[config.mk]
export PLATFORM = sky130hd
export DESIGN_NAME = ahb3lite_interconnect_master_port
export DESIGN_NICKNAME = d
export VERILOG_FILES = /design/src/rtl/ahb3lite_pkg.sv /design/src/rtl/ahb3lite_interconnect_addr_decoder.sv /design/src/rtl/ahb3lite_interconnect_master_port.sv
export SDC_FILE = /design/constraint.sdc
export NUM_CORES = 1
export LEC_CHECK = 0
export BUFFER_PORTS_ARGS = -buffer_cell sky130_fd_sc_hd__buf_2
export CORE_AREA = 4 4 387 389
export DETAILED_ROUTE_END_ITERATION = 12
export DIE_AREA = 0 0 391 393
export PLACE_DENSITY = 0.31
export SYNTH_ARGS = -nofsm -noshare
export SYNTH_HDL_FRONTEND = slang
export SYNTH_HIERARCHICAL = 1
export SYNTH_SLANG_ARGS = --single-unit
[constraint.sdc]
create_clock -name HCLK -period 3.25 [get_ports HCLK]
set_input_delay 0 -clock HCLK [delete_from_list [all_inputs] [get_ports HCLK]]
set_output_delay 0 -clock HCLK [all_outputs]
set_load 0.005 [all_outputs]
[src/rtl/ahb3lite_pkg.sv]
// ahb3lite_pkg: shared AHB3-Lite encodings and the interconnect master-port state
package ahb3lite_pkg;
   localparam logic [1:0] HTRANS_IDLE   = 2'b00;
   localparam logic [1:0] HTRANS_BUSY   = 2'b01;
   localparam logic [1:0] HTRANS_NONSEQ = 2'b10;
   localparam logic [1:0] HTRANS_SEQ    = 2'b11;
   localparam logic [2:0] HBURST_SINGLE = 3'b000;
   localparam logic [2:0] HBURST_INCR   = 3'b001;
   localparam logic [2:0] HBURST_WRAP4  = 3'b010;
   localparam logic [2:0] HBURST_INCR4  = 3'b011;
   localparam logic [2:0] HBURST_WRAP8  = 3'b100;
   localparam logic [2:0] HBURST_INCR8  = 3'b101;
   localparam logic [2:0] HBURST_WRAP16 = 3'b110;
   localparam logic [2:0] HBURST_INCR16 = 3'b111;
   typedef enum logic [1:0] {MP_IDLE, MP_PENDING, MP_ERR1, MP_ERR2} mst_port_state_t;
   function automatic int idx_width(input int n);
      return (n > 1) ? $clog2(n) : 1;
   endfunction
endpackage

[src/rtl/ahb3lite_interconnect_addr_decoder.sv]
// ahb3lite_interconnect_addr_decoder: base/mask window match, lowest index wins
module ahb3lite_interconnect_addr_decoder
   import ahb3lite_pkg::*;
#(
   parameter int HADDR_SIZE = 32,
   parameter int SLAVES     = 8
)(
   input  logic                           sel,
   input  logic [HADDR_SIZE-1:0]          addr,
   input  logic [HADDR_SIZE-1:0]          base [SLAVES],
   input  logic [HADDR_SIZE-1:0]          mask [SLAVES],
   output logic                           hit,
   output logic [idx_width(SLAVES)-1:0]   hit_idx
);
   // scan from the top so the lowest-indexed matching window is the one left standing
   always_comb begin
      hit     = 1'b0;
      hit_idx = '0;
      for (int s = SLAVES - 1; s >= 0; s--) begin
         if (sel && ((addr & mask[s]) == (base[s] & mask[s]))) begin
            hit     = 1'b1;
            hit_idx = idx_width(SLAVES)'(s);
         end
      end
   end
endmodule

[src/rtl/ahb3lite_interconnect_master_port.sv]
// ahb3lite_interconnect_master_port: per-master decode, grant wait and response return
module ahb3lite_interconnect_master_port
   import ahb3lite_pkg::*;
#(
   parameter int HADDR_SIZE = 32,
   parameter int HDATA_SIZE = 32,
   parameter int MASTERS    = 3,
   parameter int SLAVES     = 8
)(
   input  logic                         HCLK,
   input  logic                         HRESET,
   input  logic [$clog2(MASTERS-1):0]   mst_priority,
   input  logic                         HSEL,
   input  logic [HADDR_SIZE-1:0]        HADDR,
   input  logic [HDATA_SIZE-1:0]        HWDATA,
   input  logic                         HWRITE,
   input  logic [2:0]                   HSIZE,
   input  logic [2:0]                   HBURST,
   input  logic [3:0]                   HPROT,
   input  logic [1:0]                   HTRANS,
   input  logic                         HMASTLOCK,
   input  logic                         HREADY,
   output logic [HDATA_SIZE-1:0]        HRDATA,
   output logic                         HREADYOUT,
   output logic                         HRESP,
   input  logic [HADDR_SIZE-1:0]        slvHADDRbase [SLAVES],
   input  logic [HADDR_SIZE-1:0]        slvHADDRmask [SLAVES],
   output logic [$clog2(MASTERS-1):0]   slvpriority,
   output logic [SLAVES-1:0]            slvHSEL,
   output logic [HADDR_SIZE-1:0]        slvHADDR,
   output logic [HDATA_SIZE-1:0]        slvHWDATA,
   output logic                         slvHWRITE,
   output logic [2:0]                   slvHSIZE,
   output logic [2:0]                   slvHBURST,
   output logic [3:0]                   slvHPROT,
   output logic [1:0]                   slvHTRANS,
   output logic                         slvHMASTLOCK,
   output logic                         slvHREADY,
   input  logic [HDATA_SIZE-1:0]        slvHRDATA [SLAVES],
   input  logic [SLAVES-1:0]            slvHREADYOUT,
   input  logic [SLAVES-1:0]            slvHRESP,
   output logic [SLAVES-1:0]            can_switch,
   input  logic [SLAVES-1:0]            granted
);
   localparam int SW = idx_width(SLAVES);
   localparam int HW = HADDR_SIZE + 12 + SW;

   mst_port_state_t        state_q, state_d;
   logic                   dvalid_q, dvalid_d;
   logic [SW-1:0]          dslv_q, dslv_d;
   logic [HW-1:0]          hold_q, hold_d;
   logic                   hit;
   logic [SW-1:0]          hit_idx;
   logic [HADDR_SIZE-1:0]  h_addr;
   logic                   h_write;
   logic [2:0]             h_size;
   logic [2:0]             h_burst;
   logic [3:0]             h_prot;
   logic                   h_lock;
   logic [SW-1:0]          h_slv;
   logic                   lready;
   logic                   accept;
   logic                   active;
   logic                   busy_fwd;
   logic                   pend;
   logic                   sel_en;
   logic [SW-1:0]          sel_idx;

   ahb3lite_interconnect_addr_decoder #(
      .HADDR_SIZE (HADDR_SIZE),
      .SLAVES     (SLAVES)
   ) u_dec (
      .sel     (HSEL),
      .addr    (HADDR),
      .base    (slvHADDRbase),
      .mask    (slvHADDRmask),
      .hit     (hit),
      .hit_idx (hit_idx)
   );

   assign {h_addr, h_write, h_size, h_burst, h_prot, h_lock, h_slv} = hold_q;
   assign lready   = dvalid_q ? slvHREADYOUT[dslv_q] : 1'b1;
   assign accept   = HREADY & lready;
   assign active   = HSEL & HTRANS[1];
   assign busy_fwd = HSEL & (HTRANS == HTRANS_BUSY) & dvalid_q;
   assign pend     = (state_q == MP_PENDING);

   // next state, data-phase owner, hold capture and which slave port sees the address
   always_comb begin
      state_d  = state_q;
      dvalid_d = dvalid_q;
      dslv_d   = dslv_q;
      hold_d   = hold_q;
      sel_en   = 1'b0;
      sel_idx  = hit_idx;
      case (state_q)
         MP_IDLE: begin
            sel_en  = (active & hit & granted[hit_idx]) | busy_fwd;
            sel_idx = busy_fwd ? dslv_q : hit_idx;
            if (accept) begin
               dvalid_d = sel_en;
               dslv_d   = sel_idx;
               if (active && !hit)
                  state_d = MP_ERR1;
               else if (active && !granted[hit_idx]) begin
                  hold_d  = {HADDR, HWRITE, HSIZE, HBURST, HPROT, HMASTLOCK, hit_idx};
                  state_d = MP_PENDING;
               end
            end
         end
         MP_PENDING: begin
            sel_en  = 1'b1;
            sel_idx = h_slv;
            if (granted[h_slv]) begin
               dvalid_d = 1'b1;
               dslv_d   = h_slv;
               state_d  = MP_IDLE;
            end
         end
         MP_ERR1: state_d = MP_ERR2;
         default: state_d = MP_IDLE;
      endcase
   end

   // present the held or live address phase and route the data-phase response back
   always_comb begin
      slvHSEL      = sel_en ? (SLAVES'(1'b1) << sel_idx) : '0;
      slvHADDR     = pend ? h_addr : HADDR;
      slvHWRITE    = pend ? h_write : HWRITE;
      slvHSIZE     = pend ? h_size : HSIZE;
      slvHBURST    = pend ? h_burst : HBURST;
      slvHPROT     = pend ? h_prot : HPROT;
      slvHTRANS    = pend ? HTRANS_NONSEQ : HTRANS;
      slvHMASTLOCK = pend ? h_lock : HMASTLOCK;
      slvHWDATA    = HWDATA;
      slvHREADY    = lready;
      slvpriority  = mst_priority;
      can_switch   = {SLAVES{~slvHMASTLOCK}} &
                     ~(slvHSEL & {SLAVES{(slvHTRANS == HTRANS_SEQ) | (slvHTRANS == HTRANS_BUSY)}});
      HRDATA       = dvalid_q ? slvHRDATA[dslv_q] : '0;
      HREADYOUT    = (state_q == MP_IDLE) ? lready : (state_q == MP_ERR2);
      HRESP        = (state_q == MP_IDLE) ? (dvalid_q & slvHRESP[dslv_q]) : !pend;
   end

   // state, data-phase owner and hold register; reset drops any held or erroring transfer
   always_ff @(posedge HCLK) begin
      if (HRESET) begin
         state_q  <= MP_IDLE;
         dvalid_q <= 1'b0;
         dslv_q   <= '0;
         hold_q   <= '0;
      end else begin
         state_q  <= state_d;
         dvalid_q <= dvalid_d;
         dslv_q   <= dslv_d;
         hold_q   <= hold_d;
      end
   end
endmodule

Word-level counts from Yosys, hierarchy flattened
Cells that the tools add are included.
- ROM bits: 0
- bits of input ports: 876
- output and inout port bits: 131
- register bits: 53
- memories: 0
- latch bits: 0
- logic and storage cells: 128
- RAM bits: 0
- div/mod/pow operators: 0
- order comparisons: 4
- reduce and logical (&&, ||, !) cells: 18
- multiply operators: 0
- eq/ne operators: 17
- add/subtract/negate cells: 0
- bitwise gates (word level): 31
- multiplexer cells: 53
- shift-type cells: 1
- operator list (operator ; number):
    AND 32 bit ; 16
    == test 32 bit ; 8
    2-to-1 mux 32 bit ; 4
    binary-select mux 32 bit (select 3 bit) ; 1
    2-to-1 mux 3 bit ; 13
    2-to-1 mux 1 bit ; 19
    AND 8 bit ; 2
    binary-select mux 1 bit (select 3 bit) ; 4
    < comparator 3 x 4 -> 1 bit, second input constant ; 3
    case mux 3 bit (2 select lines) ; 2
    logical AND 1 bit ; 10
    2-to-1 mux 2 bit ; 5
    2-to-1 mux 8 bit ; 1
    inverter 8 bit ; 1
    << shifter 1 x 3 -> 8 bit, first input constant ; 1
    AND 1 bit ; 7
    == test 2 x 1 -> 1 bit, second input constant ; 3
    == test 2 bit, second input constant ; 3
    case mux 2 bit (3 select lines) ; 1
    AND reduction 3 bit ; 2
    >= comparator 4 bit, second input constant ; 1
    2-to-1 mux 4 bit ; 1
    inverter 3 -> 4 bit ; 1
    case mux 1 bit (2 select lines) ; 2
    other kinds (9) ; 13

Logic depth before layout (Yosys ltp)
- depth after elaboration: 20
- mapped depth: 16
- depth with buffers taken out: 13

Modules after synthesis
Netlist, hierarchy kept.
- by module, submodules not included (module ; cells an instance ; times used ; seq. area each (sq um) ; area each (sq um)):
    ahb3lite_interconnect_master_port ; 670 ; 1 ; 1061.0 ; 5918.2
    ahb3lite_interconnect_addr_decoder ; 470 ; 1 ; 0.0 ; 3793.6

Worst setup path after synthesis
Ideal clock, no wire load.
- kind: input-to-reg
- from: input HADDR[14]
- to: register hold_q[15]
- data arrival time: 3293 ps
- setup slack: -187 ps
- data required time: 3107 ps
- library setup time: 143 ps
- stages on the path: 15
- cell sequence: clkbuf_1 -> xor2_1 -> a221oi_2 -> nand3_1 -> or4_4 -> nand2_1 -> nand3_1 -> a31oi_1 -> mux4_1 -> mux2i_4 -> o2111ai_2 -> buf_6 -> buf_4 -> o21ai_1 -> a21oi_2
- cells in the longest elaborated chain, start to end: 16
- elaborated cells between the ends (all ways): 48
- classes of those cells: eq/ne: 8; mux: 18; bitwise: 9; reduce/logical: 13
- RTL lines (element ; line ; RTL):
    start: declaration ; ahb3lite_interconnect_master_port.sv:14 ; input logic [HADDR_SIZE-1:0] HADDR,
    AND 32 bit ; ahb3lite_interconnect_addr_decoder.sv:20 ; if (sel && ((addr & mask[s]) == (base[s] & mask[s]))) begin
    == test 32 bit ; ahb3lite_interconnect_addr_decoder.sv:20 ;
    logical AND 1 bit ; ahb3lite_interconnect_addr_decoder.sv:20 ;
    2-to-1 mux 3 bit (7 in a row) ; ahb3lite_interconnect_addr_decoder.sv:20 ;
    2-to-1 mux 3 bit * ; ahb3lite_interconnect_addr_decoder.sv:20 ;
    net hit_idx[1] ; ahb3lite_interconnect_master_port.sv:53 ; logic [SW-1:0] hit_idx;
    binary-select mux 1 bit (select 3 bit) * ; ahb3lite_interconnect_master_port.sv:105 ; else if (active && !granted[hit_idx]) begin
    2-to-1 mux 1 bit (implied by the code) * ; ahb3lite_interconnect_master_port.sv:105 ;
    zero test 1 bit * ; ahb3lite_interconnect_master_port.sv:105 ;
    logical AND 1 bit * ; ahb3lite_interconnect_master_port.sv:105 ;
    AND reduction 4 bit (no line) * ; n/a ;
    end signal: assignment ; ahb3lite_interconnect_master_port.sv:156 ; hold_q <= hold_d;
    end: declaration ; ahb3lite_interconnect_master_port.sv:51 ; logic [HW-1:0] hold_q, hold_d;
Mark *: on every way through the listed nets, which the timed path passes. The rest lies on a longest branch. The select of a mux whose other input is x is not followed.
A chain may end at the register's enable or synchronous reset.

Worst setup path after layout
- from: input HADDR[24]
- to: register hold_q[5]
The elaborated chain is that of the path after synthesis.

==> results.ini <==
[outcome]
status = finished with violations
failed_checks = setup timing

[floorplanning]
core_um2 = 147000
die_h_um = 393
pin_count = 1007
start_util = 0.0662
chipWidth_um = 391
die_area_um2 = 154000
rows = 141

[clock_network]
insertion_delay_ns = 0.36
max-clock-path-buffers = 2
cts_max_level = 2
clk_pin_slew_worst_paths_ns = 0.12
cts_tree = built
numCtsBuffers = 5
cts-root-buf = clkbuf_16
cts_num_sinks = 53

[route]
drt-initial-drc-count = 1031
totalWireLength_mm = 139
wl_per_cell_um = 33.4
antenna_left = 0
dr.pass1.iters = 6
route.detailed.drc = 0
via_count = 14700
vias_per_cell = 3.55

[timing]
finalCritPeriodShare = 1.11
max_freq_mhz = 276
layout_setup_ws_ns = -0.372
finalSetupTns_ns = -20.29
hold_viol = 0
fin_crit_ns = 3.62
rsz0062_at_grt = true
skew_ns = 0.0154
finalSetupViolations = 64
hold_ws_ns = 0.00000224
slew_violations = 0
worst_slew_pin_slew_ns = 0.950
relSlewSlack = 0.367

[yosys]
async_flop_share = 0
ys_seq_elements = 53
yosys_warnings = 6
ys_types = 58
yosysSeqAreaShare = 0.109
synthCells = 1140
synth_nets = 2016
netlist_area_um2 = 9710
synth_flop_cell = dfxtp_1
synth-edff-count = 0
synth.avg_cell_area_um2 = 8.52

[finish]
mostFrequentLayoutCells = 931 x buf_2, 248 x xor2_1, 154 x nand2_1, 134 x buf_4, 71 x mux4_2
layout-drive-gt1-share = 0.628
final_cell_count_no_fill = 4147
area_growth_pct = 97.4
final_common_cell = buf_2
fin_area_um2 = 19200
nets = 3030

[critical_path]
cp_slowest_cell = mux4_2
worstSetupPathType = primary input to register
worstSetupStartpointType = primary input
arrival_ns = 3.93
cp_num_cells = 18
endpoint_kind = register
crit_path_max_incr_delay_ns = 0.56
required_ns = 3.56
reg2reg_depth = 4
cp_num_buf_inv = 6
critical_path.max_fanout = 8
cpLargestDelayFamily = buffers and inverters
path_cells = buf_2, buf_4, xor2_1, a22o_1, a221oi_2, nand3_2, nor3_2, nand4_1, buf_4, a31oi_4, mux4_2, mux2i_4, buf_12, o2111a_2, buf_12, buf_16, nand3_2, a21oi_2

[grt]
grt_usage = 0.170
grt_antenna_before_repair = 219
grt_pass1_wl_mm = 167
grt_max_degree = 69
grt_overflow = 0
grt_pass1_vias = 14600

[pwr]
power.leakage_nw = 8.23
max-vdd-ir-drop_mv = 0.200
total_power_mw = 3.84
powerDensity_nw_per_um2 = 200

[place]
place_congestion = 0.915
place.port_buffers = 938
dp.final_hpwl_mm = 126
placed_cell_area_um2 = 17800
placed_cells = 4050

[min_path]
hold_depth = 0
hold_class = primary input to output port

[job]
max_cap_viol_count = 0

routing by layer:
metal / vias to the layer above / global-route usage / wire, um
li1: 6262 / - / -
met3: 390 / 0.0536 / 11300
met2: 990 / 0.339 / 75400
met5: - / 0 / 539
met1: 7010 / 0.171 / 46700
met4: 86 / 0.0368 / 4680
registers in the layout, summed over array words and instances (netlist names):
name	count
state_q	2
dslv_q	3
hold_q	47
dvalid_q	1
report_power, final:
part | switching [mW] | total (mW) | leakage, nW | internal, mW
combinational | 1.36 | 2.43 | 7.72 | 1.07
sequential | 0.0143 | 0.666 | 0.430 | 0.652
clock | 0.434 | 0.736 | 0.0767 | 0.302
cells in the mapped netlist, types with 8 or more instances:
library cell	count	area, um2
xor2_1	256	2240
nor3_1	11	55.1
mux4_2	69	1550
nand2_1	156	586
buf_4	40	300
a221oi_1	27	236
buf_2	27	135
a22o_1	30	263
a22oi_1	53	398
buf_6	8	90.1
nand3_1	41	205
nor2b_1	34	213
clkbuf_1	43	161
mux2i_1	35	350
o21ai_0	26	130
a21oi_1	33	165
buf_1	8	30.0
a222oi_1	8	80.1
nor2_1	15	56.3
a21oi_2	30	263
dfxtp_1	53	1060
o21ai_1	30	150
nand4_1	17	106
nand3_2	30	300
cells by family after synthesis:
group,after synthesis,synth area share
AND/OR/NAND/NOR,326,0.175
AO/OA/AOI/OAI,262,0.197
XOR/XNOR,256,0.231
buffers and inverters,135,0.0825
multiplexers,108,0.205
flip-flops,53,0.109
path summary, 6_finish.rpt:
check                          start                 endpoint  slack, ns
max                        HADDR[24]   hold_q[5]$_SDFFE_PP0P_      -0.37
min                       HWDATA[11]            slvHWDATA[11]   0.000002
max reg2reg  state_q[1]$_SDFFE_PP0P_  hold_q[28]$_SDFFE_PP0P_       0.91
min reg2reg  hold_q[44]$_SDFFE_PP0P_  hold_q[44]$_SDFFE_PP0P_       0.49
metrics by stage:
step / worst slack (ns) / util
after floorplan: 0.0121 / -
after global placement: -1.35 / 0.121
after detailed placement: -1.37 / 0.121
after CTS: -0.467 / 0.126
after global routing: -0.479 / 0.130
final: -0.372 / 0.131
final cells by class:
class                   count  area (um2)
inverters                   5        18.8
repair buffers           1137        6870
diodes                     62         155
fillers                 17100      128000
flip-flops and latches     53        1070
multi-input cells         952        8480
well taps                1930        2410
clock buffers               5         125
clock inverters             3        28.8
repair_timing:
item                                    4_1_cts  5_1_grt
pin swaps                                    40       88
buffers inserted                              9        2
endpoints found under the setup margin       66       65
hold endpoints to repair                     16        0
gates cloned                                  2        2
hold buffers                                 16        0
gates resized for setup                      50       89
Power figures use the tool's default switching activity.
